==> src/rtl/fetch_queue.sv <==
// Instruction-fetch front end: issues sequential fetch addresses, buffers in-order
// responses with their PCs in a small FIFO and hands {pc, inst} to decode.
module fetch_queue #(
    parameter logic [31:0] RESET_PC = 32'h8000_0000,
    parameter int          DEPTH    = 4
) (
    input  logic        clk,
    input  logic        rst,
    output logic        req_valid,
    input  logic        req_ready,
    output logic [31:0] req_addr,
    input  logic        resp_valid,
    input  logic [31:0] resp_data,
    output logic        out_valid,
    input  logic        out_ready,
    output logic [31:0] out_pc,
    output logic [31:0] out_inst,
    input  logic        jump,
    input  logic [31:0] jump_addr
);

    localparam int AW = $clog2(DEPTH);
    localparam int CW = AW + 1;
    localparam int SW = CW + 2;

    logic [31:0]   fetch_pc;
    logic [31:0]   resp_pc;
    logic [CW-1:0] count;
    logic [CW-1:0] inflight;
    logic [CW-1:0] drop_cnt;
    logic [AW-1:0] wr_ptr;
    logic [AW-1:0] rd_ptr;

    logic [31:0] pc_mem   [DEPTH];
    logic [31:0] inst_mem [DEPTH];

    logic [SW-1:0] credits_used;
    logic          resp_drop;
    logic          resp_live;
    logic          push;
    logic          pop;
    logic          fire;
    logic [CW-1:0] drop_after;
    logic [CW-1:0] infl_after;
    logic [31:0]   redirect_pc;

    // Every outstanding request, live or stale, holds a FIFO slot so a push can never overflow.
    assign credits_used = SW'(count) + SW'(inflight) + SW'(drop_cnt);
    assign req_valid    = rst && !jump && (credits_used < SW'(DEPTH));
    assign req_addr     = fetch_pc;
    assign fire         = req_valid && req_ready;

    assign resp_drop = resp_valid && (drop_cnt != '0);
    assign resp_live = resp_valid && (drop_cnt == '0);
    assign push      = resp_live && !jump;

    assign out_valid = (count != '0) && !jump;
    assign pop       = out_valid && out_ready;
    assign out_pc    = (count != '0) ? pc_mem[rd_ptr]   : '0;
    assign out_inst  = (count != '0) ? inst_mem[rd_ptr] : '0;

    assign drop_after  = drop_cnt - CW'(resp_drop);
    assign infl_after  = inflight - CW'(resp_live);
    assign redirect_pc = {jump_addr[31:2], 2'b00};

    always_ff @(posedge clk or negedge rst) begin
        if (!rst) begin
            fetch_pc <= RESET_PC;
            resp_pc  <= RESET_PC;
            count    <= '0;
            inflight <= '0;
            drop_cnt <= '0;
            wr_ptr   <= '0;
            rd_ptr   <= '0;
        end else if (jump) begin
            // Live requests still in memory become stale and are discarded on return.
            fetch_pc <= redirect_pc;
            resp_pc  <= redirect_pc;
            count    <= '0;
            wr_ptr   <= '0;
            rd_ptr   <= '0;
            inflight <= '0;
            drop_cnt <= drop_after + infl_after;
        end else begin
            if (fire) begin
                fetch_pc <= fetch_pc + 32'd4;
            end
            inflight <= infl_after + CW'(fire);
            drop_cnt <= drop_after;
            if (push) begin
                wr_ptr  <= wr_ptr + AW'(1);
                resp_pc <= resp_pc + 32'd4;
            end
            if (pop) begin
                rd_ptr <= rd_ptr + AW'(1);
            end
            count <= count + CW'(push) - CW'(pop);
        end
    end

    always_ff @(posedge clk) begin
        if (push) begin
            pc_mem[wr_ptr]   <= resp_pc;
            inst_mem[wr_ptr] <= resp_data;
        end
    end

endmodule

==> config.mk <==
export PLATFORM = sky130hd
export DESIGN_NAME = fetch_queue
export DESIGN_NICKNAME = d
export VERILOG_FILES = /design/src/rtl/fetch_queue.sv
export SDC_FILE = /design/constraint.sdc
export NUM_CORES = 1
export LEC_CHECK = 0
export ABC_AREA = 1
export CAP_MARGIN = 20
export CORE_ASPECT_RATIO = 0.75
export CORE_MARGIN = 3
export CORE_UTILIZATION = 40
export CTS_CLUSTER_DIAMETER = 80
export DETAILED_ROUTE_END_ITERATION = 16
export SLEW_MARGIN = 20
export SYNTH_ARGS = -nofsm -noshare
export SYNTH_HDL_FRONTEND = slang
export SYNTH_SLANG_ARGS = --single-unit
==> constraint.sdc <==
create_clock -name clk -period 4.7 [get_ports clk]
set_clock_uncertainty 0.1 [all_clocks]
set_input_delay 0.94 -clock clk [delete_from_list [all_inputs] [get_ports clk]]
set_output_delay 0.94 -clock clk [all_outputs]
set_load 0.02 [all_outputs]
==> results of run 1 <==
==> metal layers <==
metal | vias to the layer above | wire [um]
met1 | 5315 | 17800
met2 | 347 | 17200
met3 | 52 | 2550
li1 | 5522 | -
met4 | 2 | 685
met5 | - | 9
==> registers in the layout, indices dropped and copies added, names as in the netlist, 3 cells and up <==
name,flops
count,3
pc_mem,120
drop_cnt,3
req_addr,30
inflight,3
inst_mem,128
resp_pc,30
==> stage by stage <==
| step | cell area (sq um) | utilization |
|---|---|---|
| finish | 18200 | 0.501 |
| global route | 18200 | 0.501 |
| CTS | 18200 | 0.501 |
| detailed placement | 17100 | 0.471 |
| global placement | 17100 | 0.471 |
| floorplan | 14900 | - |
==> critical path, cell delays in order (launching register included) <==
cell             delay, ps
dfrtp_1                380
inv_1                  110
fa_1                   500
a21oi_1                180
fa_1                   460
a211oi_2               260
nand2_1                150
inv_1                   70
clkdlybuf4s50_1        600
==> logic make-up after synthesis <==
group | count (synthesis) | synth area share
DFF | 321 | 0.622
muxes | 1 | 0.000672
buffers and inverters | 167 | 0.0452
xor gates and xnor gates | 22 | 0.0129
and+or+nand+nor | 781 | 0.211
other | 1 | 0.000252
AOI/OAI and AO/OA | 251 | 0.0866
adders and majority gates | 22 | 0.0210
==> cell usage after synthesis (all sizes together) <==
master	n	area share
nand4	8	0.0034
o211ai	6	0.0030
a31oi	3	0.0013
o21bai	2	0.0010
dfstp	2	0.0035
a21oi	81	0.027
mux2i	1	0.00067
fa	5	0.0067
nor2	360	0.093
inv	98	0.025
nand2	319	0.081
conb	1	0.00025
xor2	17	0.010
edfxtp	248	0.50
a211oi	1	0.00084
dfrtp	71	0.12
clkbuf	36	0.0091
nand3	79	0.027
o21ai	157	0.053
buf	33	0.011
ha	17	0.014
nor3	2	0.00067
nand3b	12	0.0060
xnor2	5	0.0029
or2	1	0.00042
a21boi	1	0.00050
==> final cells by class <==
cell class              instances  area (sq um)
well taps                     496           621
flip-flops and latches        321          9280
inverters                      98           368
clock buffers                  44           930
repair buffers                177          1850
clock inverters                19           141
fillers                      3353         18100
multi-input cells            1081          5000
==> path summary, 6_finish.rpt <==
| kind | from | to | cells past startpoint |
|---|---|---|---|
| setup / recovery | count[1] | req_valid | 8 |
| hold / removal | rst | req_addr[28] | 2 |
| setup reg to reg | count[1] | req_addr[12] | 10 |
| hold reg to reg | wr_ptr[0] | wr_ptr[0] | 1 |
| max in group asynchronous | rst | resp_pc[31] | 3 |
| min in group clk | wr_ptr[0] | wr_ptr[0] | 1 |
==> report_power, final <==
part / switching (W) / internal, W / total (W)
Sequential: 0.000305 / 0.00333 / 0.00363
Clock: 0.00111 / 0.00147 / 0.00257
Combinational: 0.00192 / 0.00119 / 0.00311
Total: 0.00333 / 0.00598 / 0.00931
==> summary.txt, run 1 <==
Finish
  – Fraction of final layout cells with drive strength greater than 1: 0.0529
  – Ant. Diodes: 0
  – Commonest cells after routing, fill and taps aside: 351 x nor2_1, 316 x nand2_1, 248 x edfxtp_1
  – Final net count: 1806
  – Leading cell type in the layout, fill and taps excluded: nor2_1
  – Number of cells in the finished layout apart from fillers: roughly 2200
  – Synth-to-Final Area Change: 22.0%

Detailed routing
  – Number of routed nets with antenna violations: 0
  – WL per Instance: ~17 um
  – Vias after detailed routing: 11238
  – Iteration count of the initial detailed-routing pass: 6
  – Aggregate routed wire length: 38.3 mm
  – Drc violations: 0
  – Average vias per placed instance: 5.03
  – Drt first-iter violations: 824

Die
  – Cell Rows: 60
  – Y dimension of the die: 173 um
  – Effective utilization at floorplan: 0.410
  – Core box area: approximately 36000 sq um
  – Die Area: 39600 sq um
  – X dimension of the die: 229 um
  – IO Pins: roughly 170

Global routing
  – Vias in the first global route: between 10000 and 15000
  – Overflow after GRT: 0
  – Number of antenna violations at the first check in global routing: 1
  – Met1 Track Usage GR: 0.273
  – GRT met3 Usage: 0.0384
  – Overall Global Routing Usage: 0.191
  – Most used routing layer in global routing: met2
  – Largest net degree at the start of global routing: 128
  – Met2 Track Usage GR: 0.301
  – Global-route wire length before repair: 60.2 mm

Critical path
  – Data required time of the worst path: approximately 3700 ps
  – Data arrival time of the critical path: 3220 ps
  – Slack of the worst reg-to-reg path: 1360 ps
  – Maximum fanout along the worst path: 3
  – Kind of end point of the critical path: output port
  – Worst setup SP type: register
  – Worst Path Class, Setup: register to output port

Yosys
  – Portion of the post-synthesis area used by sequential elements: 0.622
  – Synthesized area per cell: 9.52 sq um
  – Number of warning messages in the yosys log: 0
  – Gate count of the mapped netlist: 1566
  – Netlist area before placement: 14900 sq um
  – Total of flip-flops plus latches after synthesis: approximately 320
  – Number of library cell types mapped by synthesis: 34

Timing
  – Setup ws final: 437 ps
  – Fin. Hold Viols: 0
  – Worst-margin pin slew: 733 ps
  – Max Clock Freq: 235 MHz
  – Unrepaired setup endpoints after global routing: no
  – Setup TNS: 0 ps
  – Number of max-slew violations in the final report: 0
  – Setup violation total in the final timing report: 0
  – Clock period minus final worst setup slack: 4260 ps
  – Max transition margin: 0.511
  – Post-Route Hold Slack: 446 ps
  – Final worst path period share: 0.907

Placement
  – Number of buffer cells added on primary ports: approximately 160
  – Final HPWL DP: 23.8 mm
  – Worst-case setup slack after placement: 959 ps
  – Number of placed instances, taps included: 2173
  – GPL Wtd Cong: 0.884

Clock network
  – Total number of clock tree sinks: 321
  – Post-cts hold buffer count: 0
  – Setup repair bufs after CTS: 0
  – Number of buffers added by the clock tree synthesis step: 35
  – Post-CTS Resized: 0
  – Number of buffers on the longest clock path: 3
  – Clock root buffer: clkbuf_16
  – Clock latency of the later-clocked register in the worst-skew pair: 520 ps
  – Clock-pin slew on the worst setup and hold paths: 60 ps
  – Depth of the CTS H-tree: 2
  – TritonCTS clock tree: built

Power and ir drop
  – Cell area power density: 512 nW/um^2
  – Static leakage power: between 6 and 7 nW
  – Overall power: 0.00931 W
  – Maximum ir drop on the vdd rail: 0.213 mV

Status
  – Outcome: finished clean

Min path
  – Hold crit path type: input pin to asynchronous set/reset pin

Flow run
  – # Max-Cap Violations: 0
Note: power is estimated with default switching activity, not from simulation.
==> run 2, diff against run 1 <==
- SKIP_CTS_REPAIR_TIMING: default -> 1
==> results of run 2 <==
No change in the layout: final DEF, timing and power equal those of run 1.
==> run 3, diff against run 2 <==
- CORE_MARGIN: 3 -> default
- SLEW_MARGIN: 20 -> default
==> run 3 against run 2 <==
Net effect:
- via count down 0.15%
- sequential power is essentially flat
- non-clock buffer count grew 2
- critical path type unchanged
- die area shrank 4.0%
- global-route usage is 1.1 points higher
- clock power grew 4%
- highest routed layer is now met4
- total power rose by 0.72%
- sequential cell count unchanged
- critical path depth stayed put
- sequential share of layout area is the same
==> summary.txt, run 3 (same netlist as run 1, synthesis figures left out) <==
Global routing
  – Vias in the first global route: between 10000 and 15000
  – Overflow after GRT: 0
  – Overall Global Routing Usage: 0.202
  – Largest net degree at the start of global routing: 128
  – Number of antenna violations at the first check in global routing: 0
  – Global-route wire length before repair: 59.5 mm

Placement
  – Final HPWL DP: 23.9 mm
  – Worst-case setup slack after placement: 993 ps
  – Number of buffer cells added on primary ports: 161
  – Area of placed instances: 17100 sq um
  – GPL Wtd Cong: 0.879

Clock network
  – Clock root buffer: clkbuf_16
  – Number of buffers added by the clock tree synthesis step: 35
  – TritonCTS clock tree: built
  – Total number of clock tree sinks: 321
  – Clock latency of the later-clocked register in the worst-skew pair: 510 ps
  – Number of buffers on the longest clock path: 3
  – Clock-pin slew on the worst setup and hold paths: 60 ps
  – Depth of the CTS H-tree: 2

Die
  – IO Pins: 168
  – Effective utilization at floorplan: 0.411
  – Y dimension of the die: about 170 um
  – X dimension of the die: 225 um
  – Cell Rows: 60
  – Core box area: 36300 sq um
  – Die Area: 38000 sq um

Detailed routing
  – Aggregate routed wire length: ~38 mm
  – Number of routed nets with antenna violations: 0
  – Drc violations: 0
  – Total length of routed met2 wires: ~17 mm
  – Wire length on met3: roughly 2.6 mm
  – Iteration count of the initial detailed-routing pass: 5
  – Vias after detailed routing: 11221
  – Top Metal Used: met4
  – Routed length on met1: ~18 mm
  – Average vias per placed instance: 5.01
  – WL per Instance: 17.0 um
  – Drt first-iter violations: 683

Timing
  – Number of max-slew violations in the final report: 0
  – Max Clock Freq: roughly 240 MHz
  – Setup TNS: 0 ps
  – Setup violation total in the final timing report: 0
  – Worst-margin pin slew: between 800 and 900 ps
  – Setup ws final: between 400 and 500 ps
  – Unrepaired setup endpoints after global routing: no
  – Max transition margin: 0.443
  – Final worst path period share: 0.898
  – Fin. Hold Viols: 0
  – Clock period minus final worst setup slack: 4220 ps

Power and ir drop
  – Overall power: 0.00938 W
  – Maximum ir drop on the vdd rail: around 0.27 mV
  – Cell area power density: 516 nW/um^2
  – Static leakage power: between 6 and 7 nW

Finish
  – Register bank with the most flops: inst_mem
  – Non-Filler Cell Area, Final: around 18000 sq um
  – Leading cell type in the layout, fill and taps excluded: nor2_1
  – Post-Route Utilization: 0.502
  – Final net count: about 1800
  – Synth-to-Final Area Change: 22.0%
  – Largest register FFs: 128
  – Commonest cells after routing, fill and taps aside: 351 x nor2_1, 316 x nand2_1, 248 x edfxtp_1
  – Registers with the most flip-flops: inst_mem: 128 flops, pc_mem: 120 flops
  – Fraction of final layout cells with drive strength greater than 1: 0.0517

Critical path
  – Highest cell delay on the worst timing path: 590 ps
  – Data required time of the worst path: 3660 ps
  – Maximum fanout along the worst path: 3
  – Slowest cell on crit path: clkdlybuf4s50_1
  – Delay-heaviest family, CP: adder cells
  – Worst setup SP type: register
  – Ordered cell list for the critical path: inv_1, fa_1, a21oi_1, fa_1, a211oi_2, nand2_1, inv_1, clkdlybuf4s50_1
  – Data arrival time of the critical path: 3180 ps
  – Buffers plus inverters on the worst setup path: 3
  – Kind of end point of the critical path: output port
  – Worst Path Class, Setup: register to output port

Min path
  – Hold crit path type: input pin to asynchronous set/reset pin

Flow run
  – # Max-Cap Violations: 0

Status
  – Outcome: finished clean
==> run 3: changes by cell type in the layout (fill, tap and decap cells not counted), sizes merged <==
cell    change
clkinv      -3
clkbuf      +1
bufinv      +2
buf         +2
diode       +1
==> run 3: worst register-to-register path, delay by kind of cell (launching register included) <==
family	cells	cell delay (ps)
flops	1	380
buf+inv	2	270
simple gates	4	1110
compound gates	2	430
fa+ha+maj	2	960
==> run 3: through the flow <==
stage	hold WS, ps	instances
after floorplan	410	1569
after global placement	433	2175
after detailed placement	450	2175
after CTS	375	2238
after global routing	390	2238
final	377	2239
==> run 3: area by class of cell <==
class / instances / area (sq um)
Inverter: 98 / 368
Tap cell: 496 / 621
Clock inverter: 18 / 180
Multi-Input combinational cell: 1081 / 5000
Timing Repair Buffer: 179 / 1810
Fill cell: 3342 / 18100
Clock buffer: 45 / 923
Sequential cell: 321 / 9280
Antenna cell: 1 / 2.50
==> run 3: metal layers <==
layer,GRT usage,vias up
li1,-,5527
met1,0.285,5333
met2,0.320,314
met3,0.0424,47
met4,0.0491,0
met5,0,-
==> run 3: power by group <==
part           total (W)  leakage (nW)  switching (W)  internal, W
Combinational    0.00308          3.15        0.00191      0.00117
Clock            0.00266         0.534        0.00110      0.00156
Sequential       0.00364          3.13       0.000307      0.00333
Total            0.00938          6.82        0.00332      0.00606
==> run 3: worst paths after layout <==
path / startpoint / to / slack (ps) / cells past startpoint
max: count[1] / req_valid / 480 / 8
min: rst / req_addr[22] / 380 / 2
max reg2reg: count[1] / req_addr[9] / 1340 / 10
min reg2reg: resp_pc[31] / resp_pc[31] / 450 / 2
max in group asynchronous: rst / rd_ptr[0] / 3040 / 3
min in group clk: resp_pc[31] / resp_pc[31] / 450 / 2
